File: src/rtl/uart_tx_buffered_if.sv
// Byte-write handshake between the upstream send-data stage and the buffered UART transmitter.
interface uart_tx_buffered_if;
  logic [7:0] tx_data;
  logic       tx_valid;
  logic       data_in_ready;

  modport master (output tx_data, output tx_valid, input data_in_ready);
  modport slave  (input tx_data, input tx_valid, output data_in_ready);
endinterface

File: src/rtl/uart_tx_buffered.sv
// 8N1 UART transmitter fed by a small byte FIFO; frames are sent back-to-back while bytes are queued.
module uart_tx_buffered #(
  parameter int CLK_DIV = 10417,
  parameter int DEPTH   = 4
) (
  input  logic                   uart_clk,
  input  logic                   rst_n,
  uart_tx_buffered_if.slave      up,
  output logic                   uart_txd,
  output logic                   busy,
  output logic                   overflow,
  output logic [7:0]             tx_count
);

  localparam int AW = (DEPTH > 1) ? $clog2(DEPTH) : 1;
  localparam int CW = AW + 1;

  localparam logic [1:0]    ST_IDLE   = 2'd0;
  localparam logic [1:0]    ST_START  = 2'd1;
  localparam logic [1:0]    ST_DATA   = 2'd2;
  localparam logic [1:0]    ST_STOP   = 2'd3;
  localparam logic [15:0]   BAUD_LAST = 16'(CLK_DIV - 1);
  localparam logic [CW-1:0] CNT_FULL  = CW'(DEPTH);
  localparam logic [CW-1:0] CNT_ONE   = CW'(1);
  localparam logic [AW-1:0] PTR_ONE   = AW'(1);

  logic [1:0]    state_q,    state_d;
  logic [15:0]   baud_q,     baud_d;
  logic [2:0]    bit_idx_q,  bit_idx_d;
  logic [7:0]    shift_q,    shift_d;
  logic          txd_q,      txd_d;
  logic [7:0]    tx_count_q, tx_count_d;
  logic          overflow_q, overflow_d;
  logic [AW-1:0] wr_ptr_q,   wr_ptr_d;
  logic [AW-1:0] rd_ptr_q,   rd_ptr_d;
  logic [CW-1:0] count_q,    count_d;
  logic [7:0]    mem_q [DEPTH];
  logic [7:0]    mem_d [DEPTH];

  logic fifo_ready;
  logic fifo_empty;
  logic baud_last;
  logic wr_en;
  logic pop;

  assign fifo_ready = (count_q != CNT_FULL);
  assign fifo_empty = (count_q == {CW{1'b0}});
  assign baud_last  = (baud_q == BAUD_LAST);
  assign wr_en      = up.tx_valid & fifo_ready;

  // Frame sequencer: the line level for the next bit is decided here so uart_txd only moves on bit boundaries.
  always_comb begin
    state_d    = state_q;
    baud_d     = baud_q;
    bit_idx_d  = bit_idx_q;
    shift_d    = shift_q;
    txd_d      = txd_q;
    tx_count_d = tx_count_q;
    pop        = 1'b0;
    case (state_q)
      ST_IDLE: begin
        baud_d = 16'd0;
        if (!fifo_empty) begin
          pop     = 1'b1;
          shift_d = mem_q[rd_ptr_q];
          txd_d   = 1'b0;
          state_d = ST_START;
        end else begin
          txd_d = 1'b1;
        end
      end
      ST_START: begin
        if (baud_last) begin
          baud_d    = 16'd0;
          bit_idx_d = 3'd0;
          txd_d     = shift_q[0];
          state_d   = ST_DATA;
        end else begin
          baud_d = baud_q + 16'd1;
        end
      end
      ST_DATA: begin
        if (baud_last) begin
          baud_d  = 16'd0;
          shift_d = {1'b0, shift_q[7:1]};
          if (bit_idx_q == 3'd7) begin
            txd_d   = 1'b1;
            state_d = ST_STOP;
          end else begin
            bit_idx_d = bit_idx_q + 3'd1;
            txd_d     = shift_q[1];
          end
        end else begin
          baud_d = baud_q + 16'd1;
        end
      end
      ST_STOP: begin
        if (baud_last) begin
          baud_d     = 16'd0;
          tx_count_d = tx_count_q + 8'd1;
          // Chain straight into the next start bit when another byte is waiting.
          if (!fifo_empty) begin
            pop     = 1'b1;
            shift_d = mem_q[rd_ptr_q];
            txd_d   = 1'b0;
            state_d = ST_START;
          end else begin
            txd_d   = 1'b1;
            state_d = ST_IDLE;
          end
        end else begin
          baud_d = baud_q + 16'd1;
        end
      end
      default: begin
        baud_d  = 16'd0;
        txd_d   = 1'b1;
        state_d = ST_IDLE;
      end
    endcase
  end

  // Byte FIFO bookkeeping; a write is judged against the pre-edge count even when a pop happens alongside.
  always_comb begin
    mem_d      = mem_q;
    wr_ptr_d   = wr_ptr_q;
    rd_ptr_d   = rd_ptr_q;
    count_d    = count_q;
    overflow_d = overflow_q | (up.tx_valid & ~fifo_ready);
    if (wr_en) begin
      mem_d[wr_ptr_q] = up.tx_data;
      wr_ptr_d        = wr_ptr_q + PTR_ONE;
    end else begin
      wr_ptr_d = wr_ptr_q;
    end
    if (pop) begin
      rd_ptr_d = rd_ptr_q + PTR_ONE;
    end else begin
      rd_ptr_d = rd_ptr_q;
    end
    case ({wr_en, pop})
      2'b10:   count_d = count_q + CNT_ONE;
      2'b01:   count_d = count_q - CNT_ONE;
      default: count_d = count_q;
    endcase
  end

  // State registers.
  always_ff @(posedge uart_clk or negedge rst_n) begin
    if (!rst_n) begin
      state_q    <= ST_IDLE;
      baud_q     <= 16'd0;
      bit_idx_q  <= 3'd0;
      shift_q    <= 8'd0;
      txd_q      <= 1'b1;
      tx_count_q <= 8'd0;
      overflow_q <= 1'b0;
      wr_ptr_q   <= {AW{1'b0}};
      rd_ptr_q   <= {AW{1'b0}};
      count_q    <= {CW{1'b0}};
      for (int i = 0; i < DEPTH; i++) begin
        mem_q[i] <= 8'd0;
      end
    end else begin
      state_q    <= state_d;
      baud_q     <= baud_d;
      bit_idx_q  <= bit_idx_d;
      shift_q    <= shift_d;
      txd_q      <= txd_d;
      tx_count_q <= tx_count_d;
      overflow_q <= overflow_d;
      wr_ptr_q   <= wr_ptr_d;
      rd_ptr_q   <= rd_ptr_d;
      count_q    <= count_d;
      mem_q      <= mem_d;
    end
  end

  assign up.data_in_ready = fifo_ready;
  assign uart_txd         = txd_q;
  assign busy             = (state_q != ST_IDLE) | ~fifo_empty;
  assign overflow         = overflow_q;
  assign tx_count         = tx_count_q;

endmodule

File: src/flat_wrapper.sv
// flat-port wrapper written by rule: the top's interface ports become plain ports
module uart_tx_buffered_flat 
#(
  parameter int CLK_DIV = 10417,
  parameter int DEPTH   = 4
)
  (uart_clk, rst_n, uart_txd, busy, overflow, tx_count, up_tx_data, up_tx_valid, up_data_in_ready);
  uart_tx_buffered_if up_i ();
  input  logic uart_clk;
  input  logic rst_n;
  output logic uart_txd;
  output logic busy;
  output logic overflow;
  output logic [7:0] tx_count;
  input wire logic [$bits(up_i.tx_data)-1:0] up_tx_data;
  input wire logic [$bits(up_i.tx_valid)-1:0] up_tx_valid;
  output wire logic [$bits(up_i.data_in_ready)-1:0] up_data_in_ready;
  assign up_i.tx_data = up_tx_data;
  assign up_i.tx_valid = up_tx_valid;
  assign up_data_in_ready = up_i.data_in_ready;
  uart_tx_buffered #(.CLK_DIV(CLK_DIV), .DEPTH(DEPTH)) u_core (.uart_clk(uart_clk), .rst_n(rst_n), .up(up_i), .uart_txd(uart_txd), .busy(busy), .overflow(overflow), .tx_count(tx_count));
endmodule
File: config.mk
export PLATFORM = sky130hd
export DESIGN_NAME = uart_tx_buffered_flat
export DESIGN_NICKNAME = d
export VERILOG_FILES = /design/src/rtl/uart_tx_buffered_if.sv /design/src/rtl/uart_tx_buffered.sv /design/src/flat_wrapper.sv
export SDC_FILE = /design/constraint.sdc
export NUM_CORES = 1
export LEC_CHECK = 0
export ABC_AREA = 1
export CORE_AREA = 2 2 107 83
export DETAILED_ROUTE_END_ITERATION = 8
export DIE_AREA = 0 0 109 85
export GPL_ROUTABILITY_DRIVEN = 0
export PLACE_DENSITY = 0.69
export SYNTH_ARGS = -nofsm -noshare
export SYNTH_HDL_FRONTEND = slang
export SYNTH_SLANG_ARGS = --single-unit
File: constraint.sdc
create_clock -name uart_clk -period 3.1 [get_ports uart_clk]
set_clock_uncertainty 0.1 [all_clocks]
set_input_delay 0.775 -clock uart_clk [delete_from_list [all_inputs] [get_ports uart_clk]]
set_output_delay 0.775 -clock uart_clk [all_outputs]
set_load 0.01 [all_outputs]
### After elaboration in Yosys (flattened, before gate mapping)

Index checks and enable logic that the tools add are counted.
W data, S select, Z words.

| word-level totals | value |
|---|---|
| register bits after elaboration | 78 |
| output and inout port bits | 12 |
| bits of input ports | 11 |

| operators by class | value |
|---|---|
| $add $sub $neg | 7 |
| equal/unequal tests | 14 |
| reduce and logical (&&, ||, !) cells | 13 |
| bitwise gates (word level) | 8 |
| $lt $le $gt $ge | 3 |
| multiplexer cells | 33 |

Operators by type and width:

| cell | count |
|---|---|
| $mux W8 | 6 |
| $bwmux W32 | 1 |
| $pmux W16 S2 | 1 |
| $pmux W8 S3 | 1 |
| $add A16 B1 Y16 const B | 1 |
| $bmux W8 S2 | 1 |
| $demux W8 S2 | 1 |
| $eq A16 B14 Y1 const B | 1 |
| $mux W16 | 1 |
| $pmux W3 S2 | 2 |
| $mux W2 | 5 |
| $mux W3 | 3 |
| $add A8 B1 Y8 const B | 1 |
| $mux W1 | 8 |
| $ne A2 B1 Y1 const B | 4 |
| $pmux W2 S4 | 1 |
| $add A3 B1 Y3 const B | 2 |
| $eq A2 B2 Y1 const B | 3 |
| $ge A3 B3 Y1 const B | 2 |
| $not A2 Y3 | 2 |
| $reduce_and A3 Y1 | 2 |
| $reduce_bool A2 Y1 | 3 |
| $reduce_and A5 Y1 | 1 |
| $add A2 B1 Y2 const B | 2 |
| other kinds (18) | 23 |

### Longest topological paths before layout

Gate-level depths: netlist (run 1).

| logic depth | value |
|---|---|
| depth after elaboration | 7 |
| mapped depth | 16 |
| gate-level depth less buffers | 16 |

### Worst setup path before layout (run 1)

OpenSTA, ideal clock, no wires.

| timing path | value |
|---|---|
| path type | register to register |
| start | register u_core.baud_q[0] |
| end | register u_core.count_q[2] |
| data required time | 2.869 ns |
| arrival | 2.305 ns |
| path slack | 0.564 ns |
| stages on the path, launching flop included | 17 |
| cells stage by stage | dfrtp_1 -> inv_1 -> ha_1 -> nand2_1 -> inv_2 -> nand2_2 -> nor2_4 -> nand3_4 -> nand2_2 -> nand2_1 -> inv_1 -> ha_1 -> inv_1 -> fa_1 -> a21oi_1 -> o21ai_0 -> xor2_1 |

| between the ends | value |
|---|---|
| cells in the longest elaborated chain, start to end | 5 |

Ends and longest elaborated chain:

| what | line | source |
|---|---|---|
| start, declared | uart_tx_buffered.sv:28 | `logic [15:0] baud_q, baud_d;` |
| start signal, assigned | uart_tx_buffered.sv:166 | `baud_q <= baud_d;` |
| $eq A16 B14 Y1 * | uart_tx_buffered.sv:48 | `assign baud_last = (baud_q == BAUD_LAST);` |
| $mux W1 * | uart_tx_buffered.sv:98 | `if (baud_last) begin` |
| $pmux W1 S2 * | uart_tx_buffered.sv:60 | `case (state_q)` |
| via u_core.pop | uart_tx_buffered.sv:44 | `logic pop;` |
| $eq A2 B1 Y1 or $eq A2 B2 Y1 (tied branches) | uart_tx_buffered.sv:141 | `case ({wr_en, pop})` |
| $pmux W3 S2 or $reduce_bool A2 Y1 (tied branches) | n/a |  |
| end signal, assigned | uart_tx_buffered.sv:160 | `count_q <= {CW{1'b0}};` |
| end signal, assigned | uart_tx_buffered.sv:174 | `count_q <= count_d;` |
| end, declared | uart_tx_buffered.sv:36 | `logic [CW-1:0] count_q, count_d;` |

The timed path passes the listed nets; every way through them passes the cells marked *.
A chain may end at the register's enable or synchronous reset.

### Worst setup path after layout (run 1)

| timing path | value |
|---|---|
| start | register u_core.state_q[0] |
| end | output port busy |

| between the ends | value |
|---|---|
| cells in the longest elaborated chain, start to end | 2 |

Ends and longest elaborated chain:

| what | line | source |
|---|---|---|
| start, declared | uart_tx_buffered.sv:27 | `logic [1:0] state_q, state_d;` |
| start signal, assigned | uart_tx_buffered.sv:165 | `state_q <= state_d;` |
| $reduce_bool A2 Y1 | uart_tx_buffered.sv:181 | `assign busy = (state_q != ST_IDLE) \| ~fifo_empty;` |
| $or A1 B1 Y1 | uart_tx_buffered.sv:181 |  |
| end, declared | flat_wrapper.sv:12 | `output logic busy;` |

Every way passes these cells.

==> flow_summary.ini, run 1 <==
[outcome]
status = completed

[setup_path]
required_ns = 2.22
arrival_ns = 1.99
ff2ff_path_depth = 16
critPathKind = reg2out
start_kind = register
crit_fanout = 8
endpoint_kind = output port

[logic_synthesis]
synth_area_leader_cell = dfrtp_1
yosysMostFrequentCell = nand2_1
synth_area_leaders = dfrtp_1 (47%), nand2_1 (14%), nand3_1 (6.0%), o21ai_1 (4.8%), ha_1 (4.6%)
synth_area_um2 = 4103
synth_flop_cell = dfrtp_1
synth-seq-cells = 78
yosysWarnings = 0
syn_inst = 509
synth_top_area_frac = 0.4697
async_reset_ff_frac = 1.000
synth_top_cells_by_count = nand2_1 (149), dfrtp_1 (77), nand3_1 (49), inv_1 (44), nor2_1 (43)
synth_edf_count = 0
avgSynthCellArea_um2 = 8.060
synth.distinct_cells = 34
ys_seq_area_frac = 0.4761
synthesis.nets = 536

[timing]
slew-limit-headroom = 0.5841
fin_crit_sh = 0.9249
post-route-min-period_ns = 2.867
setup_viol = 0
rsz0062_at_grt = no
tns_ns = 0
drv_slew = 0
max_freq_ghz = 0.3488
hold_viol = 0
worst_pin_slew_ns = 0.6239

[global_route]
grt_start_max_net_pins = 42
grt_pass1_wl_um = 14730
grt_util_all_layers = 0.2040
grt_pass1_vias = 3167
grt-ovfl-total = 0
antenna_found_initial = 0

[clock_tree]
cts_buffers = 9
hold_buffers = 0
cts_buffer_depth = 2
insertion_delay_ns = 0.35
cts_setup_buffers = 0
cts_resized = 0
cts.sinks = 78
cts_htree_levels = 3
clock-root-buffer = clkbuf_8
path_clk_slew_ns = 0.08
cts_tree = yes

[placed_design]
dp_cells = 631
hpwl_um = 6141
numPortBuffers = 22

[layout]
syn_to_final_growth_pct = 11.95
regArea_um2 = 1953
drive_gt1_frac = 0.09833
fin_nets = 561
fillers = 767
fin_cells = 647
n_antenna_cell = 0
multi_input_area_um2 = 1886

[route]
vias = 3314
ant_nets = 0
first_pass_iters = 4
drtIter0Drc = 178
viasPerCell = 5.122
wl_per_cell_um = 13.29
wirelength_um = 8600
drc = 0

[floorplan]
die_w_um = 109
io_pins = 23
die-area_um2 = 9265
core_um2 = 8237
die_y_um = 85
start_util = 0.4981
rows = 29

[min_path]
hold_class = in2async

[run]
maxCapViolations = 0

[power]
peakVddDrop_mv = 0.4235
finalPower_uw = 2684
power.leakage_uw = 0.002266
power_density_nw_per_um2 = 584.3
-- stage by stage --
stage | setup WS [ns] | util | hold WS [ns] | area, um2
3_5_place_dp | 0.3294 | 0.5362 | 0.3635 | 4417
4_1_cts | 0.1983 | 0.5576 | 0.3053 | 4593
2_1_floorplan | 0.5637 | - | 0.3293 | 4103
6_report | 0.2329 | 0.5576 | 0.2980 | 4593
5_1_grt | 0.1121 | 0.5576 | 0.3227 | 4593
3_3_place_gp | 0.4011 | 0.5362 | 0.3434 | 4417
-- worst paths after layout --
check / from / endpoint / slack [ns]
setup / recovery: u_core.state_q[0]$_DFFE_PN0P_ / busy / 0.23
hold / removal: rst_n / u_core.baud_q[2]$_DFF_PN0_ / 0.30
setup reg to reg: u_core.baud_q[0]$_DFF_PN0_ / u_core.count_q[2]$_DFFE_PN0P_ / 0.31
max in group asynchronous: rst_n / u_core.mem_q[24]$_DFFE_PN0P_ / 1.93
hold reg to reg: u_core.shift_q[6]$_DFFE_PN0P_ / u_core.shift_q[6]$_DFFE_PN0P_ / 0.38
min in group uart_clk: u_core.shift_q[6]$_DFFE_PN0P_ / u_core.shift_q[6]$_DFFE_PN0P_ / 0.38
-- layer usage --
| metal | global-route usage | share of wire | vias to the layer above |
|---|---|---|---|
| met5 | 0 | 0 | - |
| met4 | 0.04545 | 0.0071 | 0 |
| met3 | 0.05837 | 0.044 | 7 |
| met2 | 0.3207 | 0.45 | 62 |
| met1 | 0.2814 | 0.50 | 1575 |
| li1 | - | - | 1670 |
-- where the power goes --
part / internal, uW / leakage [uW] / total [uW] / switching, uW
sequential: 1240 / 0.00101 / 1370 / 129
clock: 313 / 0.0000893 / 687 / 375
combinational: 247 / 0.00117 / 624 / 377
-- worst max-delay path, stage by stage, from the launching register on --
cell	delay [ns]
dfrtp_1	0.44
inv_1	0.13
ha_1	0.39
nand2_1	0.17
clkdlybuf4s50_1	0.51
-- cell usage in the layout (no fill, tap or decap), drive strengths merged --
cell / n
clkinvlp: 1
clkbuf: 11
nand4: 1
a31oi: 1
clkdlybuf4s50: 21
nor3: 10
a21oi: 12
nand3: 51
o21ai: 49
xnor2: 6
xor2: 7
nand2: 161
buf: 4
fa: 1
inv: 53
or2: 2
dfstp: 1
nor2: 48
clkinv: 5
ha: 15
a211oi: 1
a31o: 1
dfrtp: 77
-- logic make-up (layout without fill, tap and decap cells) --
family / after synthesis / in the layout / synth area share
xor+xnor: 13 / 13 / 0.02775
buf+inv: 65 / 95 / 0.06435
compound gates: 64 / 64 / 0.08631
flops: 78 / 78 / 0.4761
fa+ha+maj: 16 / 16 / 0.05063
simple gates: 273 / 273 / 0.2949
-- registers in the layout (all words and copies together) (netlist names), 2 cells and up --
| name | count |
|---|---|
| u_core.tx_count | 8 |
| u_core.baud_q | 16 |
| u_core.rd_ptr_q | 2 |
| u_core.bit_idx_q | 3 |
| u_core.state_q | 2 |
| u_core.wr_ptr_q | 2 |
| u_core.count_q | 3 |
| u_core.shift_q | 8 |
| u_core.mem_q | 32 |
-- layout make-up --
class / count / share of cell area
Sequential cell: 78 / 0.4252
Multi-Input combinational cell: 366 / 0.4105
Timing Repair Buffer: 25 / 0.05230
Inverter: 54 / 0.04413
Clock buffer: 11 / 0.03078
Tap cell: 108 / 0.02942
Clock inverter: 5 / 0.007627
Note: power is estimated with default switching activity, not from simulation.
==> inputs of run 2 (changes only) <==
--- a/config.mk
+++ b/config.mk
@@ -6,9 +6,10 @@
 export NUM_CORES = 1
 export LEC_CHECK = 0
 export ABC_AREA = 1
-export CORE_AREA = 2 2 107 83
+export CAP_MARGIN = 20
+export CORE_AREA = 8 8 113 89
 export DETAILED_ROUTE_END_ITERATION = 8
-export DIE_AREA = 0 0 109 85
+export DIE_AREA = 0 0 121 97
 export GPL_ROUTABILITY_DRIVEN = 0
 export PLACE_DENSITY = 0.69
 export SYNTH_ARGS = -nofsm -noshare
==> flow_summary.ini, run 2 (synthesis gave the netlist of run 1 again) <==
[global_route]
grt_pass1_vias = 3048
antenna_found_initial = 0
grt-ovfl-total = 0
grt_start_max_net_pins = 51
grt_util_all_layers = 0.1589
grt_pass1_wl_um = 14900

[setup_path]
required_ns = 2.22
reg2reg_slack_ns = 0.29
worstSetupStartpoint = u_core.state_q[0]$_DFFE_PN0P_
endpoint_kind = output port
critPathTopFamily = buffers and inverters
worst-path-stages = 4
critPathCapture = busy
rr_startpoint = u_core.baud_q[0]$_DFF_PN0_
path_cells = inv_1, ha_1, nand2_1, clkdlybuf4s50_1
arrival_ns = 2.03
crit_fanout = 8
cpPeakStageDelay_ns = 0.51
cp_slowest_cell = clkdlybuf4s50_1
r2r-end = u_core.count_q[2]$_DFFE_PN0P_
start_kind = register
ff2ff_path_depth = 16
path_buf_inv = 2
critPathKind = reg2out

[route]
ant_nets = 0
drc = 0
wl_per_cell_um = 13.50
drtIter0Drc = 258
viasPerCell = 5.065
vias = 3262
wirelength_um = 8692
first_pass_iters = 5

[timing]
rsz0062_at_grt = no
worst_pin_slew_ns = 0.6574
hold-worst-slack_ns = 0.3440
hold_viol = 0
max_freq_ghz = 0.3445
tns_ns = 0
drv_slew = 0
fin_crit_sh = 0.9364
post-route-min-period_ns = 2.903
slew-limit-headroom = 0.5617
setup_viol = 0

[min_path]
hold_class = in2async

[floorplan]
core_um2 = 8237
start_util = 0.4981
rows = 29
die-area_um2 = 11740
io_pins = 23
die_y_um = 97
die_w_um = 121

[clock_tree]
clock-root-buffer = clkbuf_8
hold_buffers = 0
cts_buffers = 9
cts_buffer_depth = 2
cts_resized = 0
cts_tree = yes
cts.sinks = 78
cts_htree_levels = 3
path_clk_slew_ns = 0.08
insertion_delay_ns = 0.36
cts_setup_buffers = 0

[power]
power.switching_uw = 882.1
p_int_uw = 1882
swShare = 0.3191
combPwrFrac = 0.228
power.share.clock = 0.277
power.leakage_uw = 0.002266
pwr-share-seq = 0.495
power_density_nw_per_um2 = 599.5
peakVddDrop_mv = 0.4611

[placed_design]
numPortBuffers = 22
dp_cells = 629
place_area_um2 = 4414
hpwl_um = 6213

[layout]
n_antenna_cell = 0
reg_top3 = u_core.mem_q x32, u_core.baud_q x16
regArea_um2 = 1953
largest_reg_flops = 32
multi_input_area_um2 = 1886
fin_cells = 644
final_cell_mix = nand2_1 (149), dfrtp_1 (77), nand3_1 (49)
fin_nets = 559
syn_to_final_growth_pct = 12.38
final_common_cell = nand2_1
regMostFlops = u_core.mem_q
fillers = 750
drive_gt1_frac = 0.09515
final_cell_area_um2 = 4611

[run]
maxCapViolations = 0

[outcome]
status = completed
-- run 2: final cells by class --
type                            instances  area share
Inverter                               54     0.04396
Tap cell                              108     0.02931
Clock inverter                          5     0.01275
Timing Repair Buffer                   23     0.05156
Multi-Input combinational cell        366      0.4090
Sequential cell                        78      0.4236
Clock buffer                           10     0.02985
-- run 2: metal layers --
layer / vias to the layer above / share of wire / GRT usage
met4: 0 / 0.012 / 0.04789
met3: 8 / 0.052 / 0.04994
met1: 1523 / 0.50 / 0.2236
met5: - / 0 / 0
li1: 1661 / - / -
met2: 70 / 0.43 / 0.2265
-- run 2: worst min-delay path by stage --
stage	startpoint	end	slack, ns	depth (start not counted)
2_1_floorplan	u_core.baud_q[0]$_DFF_PN0_	u_core.baud_q[0]$_DFF_PN0_	0.33	1
6_report	rst_n	u_core.baud_q[5]$_DFF_PN0_	0.34	1
3_5_place_dp	u_core.shift_q[3]$_DFFE_PN0P_	u_core.shift_q[3]$_DFFE_PN0P_	0.36	2
5_1_grt	rst_n	u_core.baud_q[0]$_DFF_PN0_	0.38	1
4_1_cts	rst_n	u_core.tx_count[6]$_DFFE_PN0P_	0.36	1
3_3_place_gp	u_core.baud_q[0]$_DFF_PN0_	u_core.baud_q[0]$_DFF_PN0_	0.34	1
-- run 2: stage by stage --
step	setup WS, ns	power [uW]	utilization
6_report	0.1973	2764	0.5598
3_5_place_dp	0.2906	2019	0.5359
5_1_grt	0.06784	2966	0.5598
2_1_floorplan	0.5637	1834	-
4_1_cts	0.1713	2793	0.5598
3_3_place_gp	0.3815	1991	0.5359
-- run 2: power groups by stage --
stage | combinational (uW) | clock [uW] | sequential [uW]
global placement | 614 | 0 | 1380
global route | 741 | 829 | 1400
CTS | 637 | 790 | 1370
floorplan | 477 | 0 | 1360
finish | 631 | 766 | 1370
detailed placement | 635 | 0 | 1380
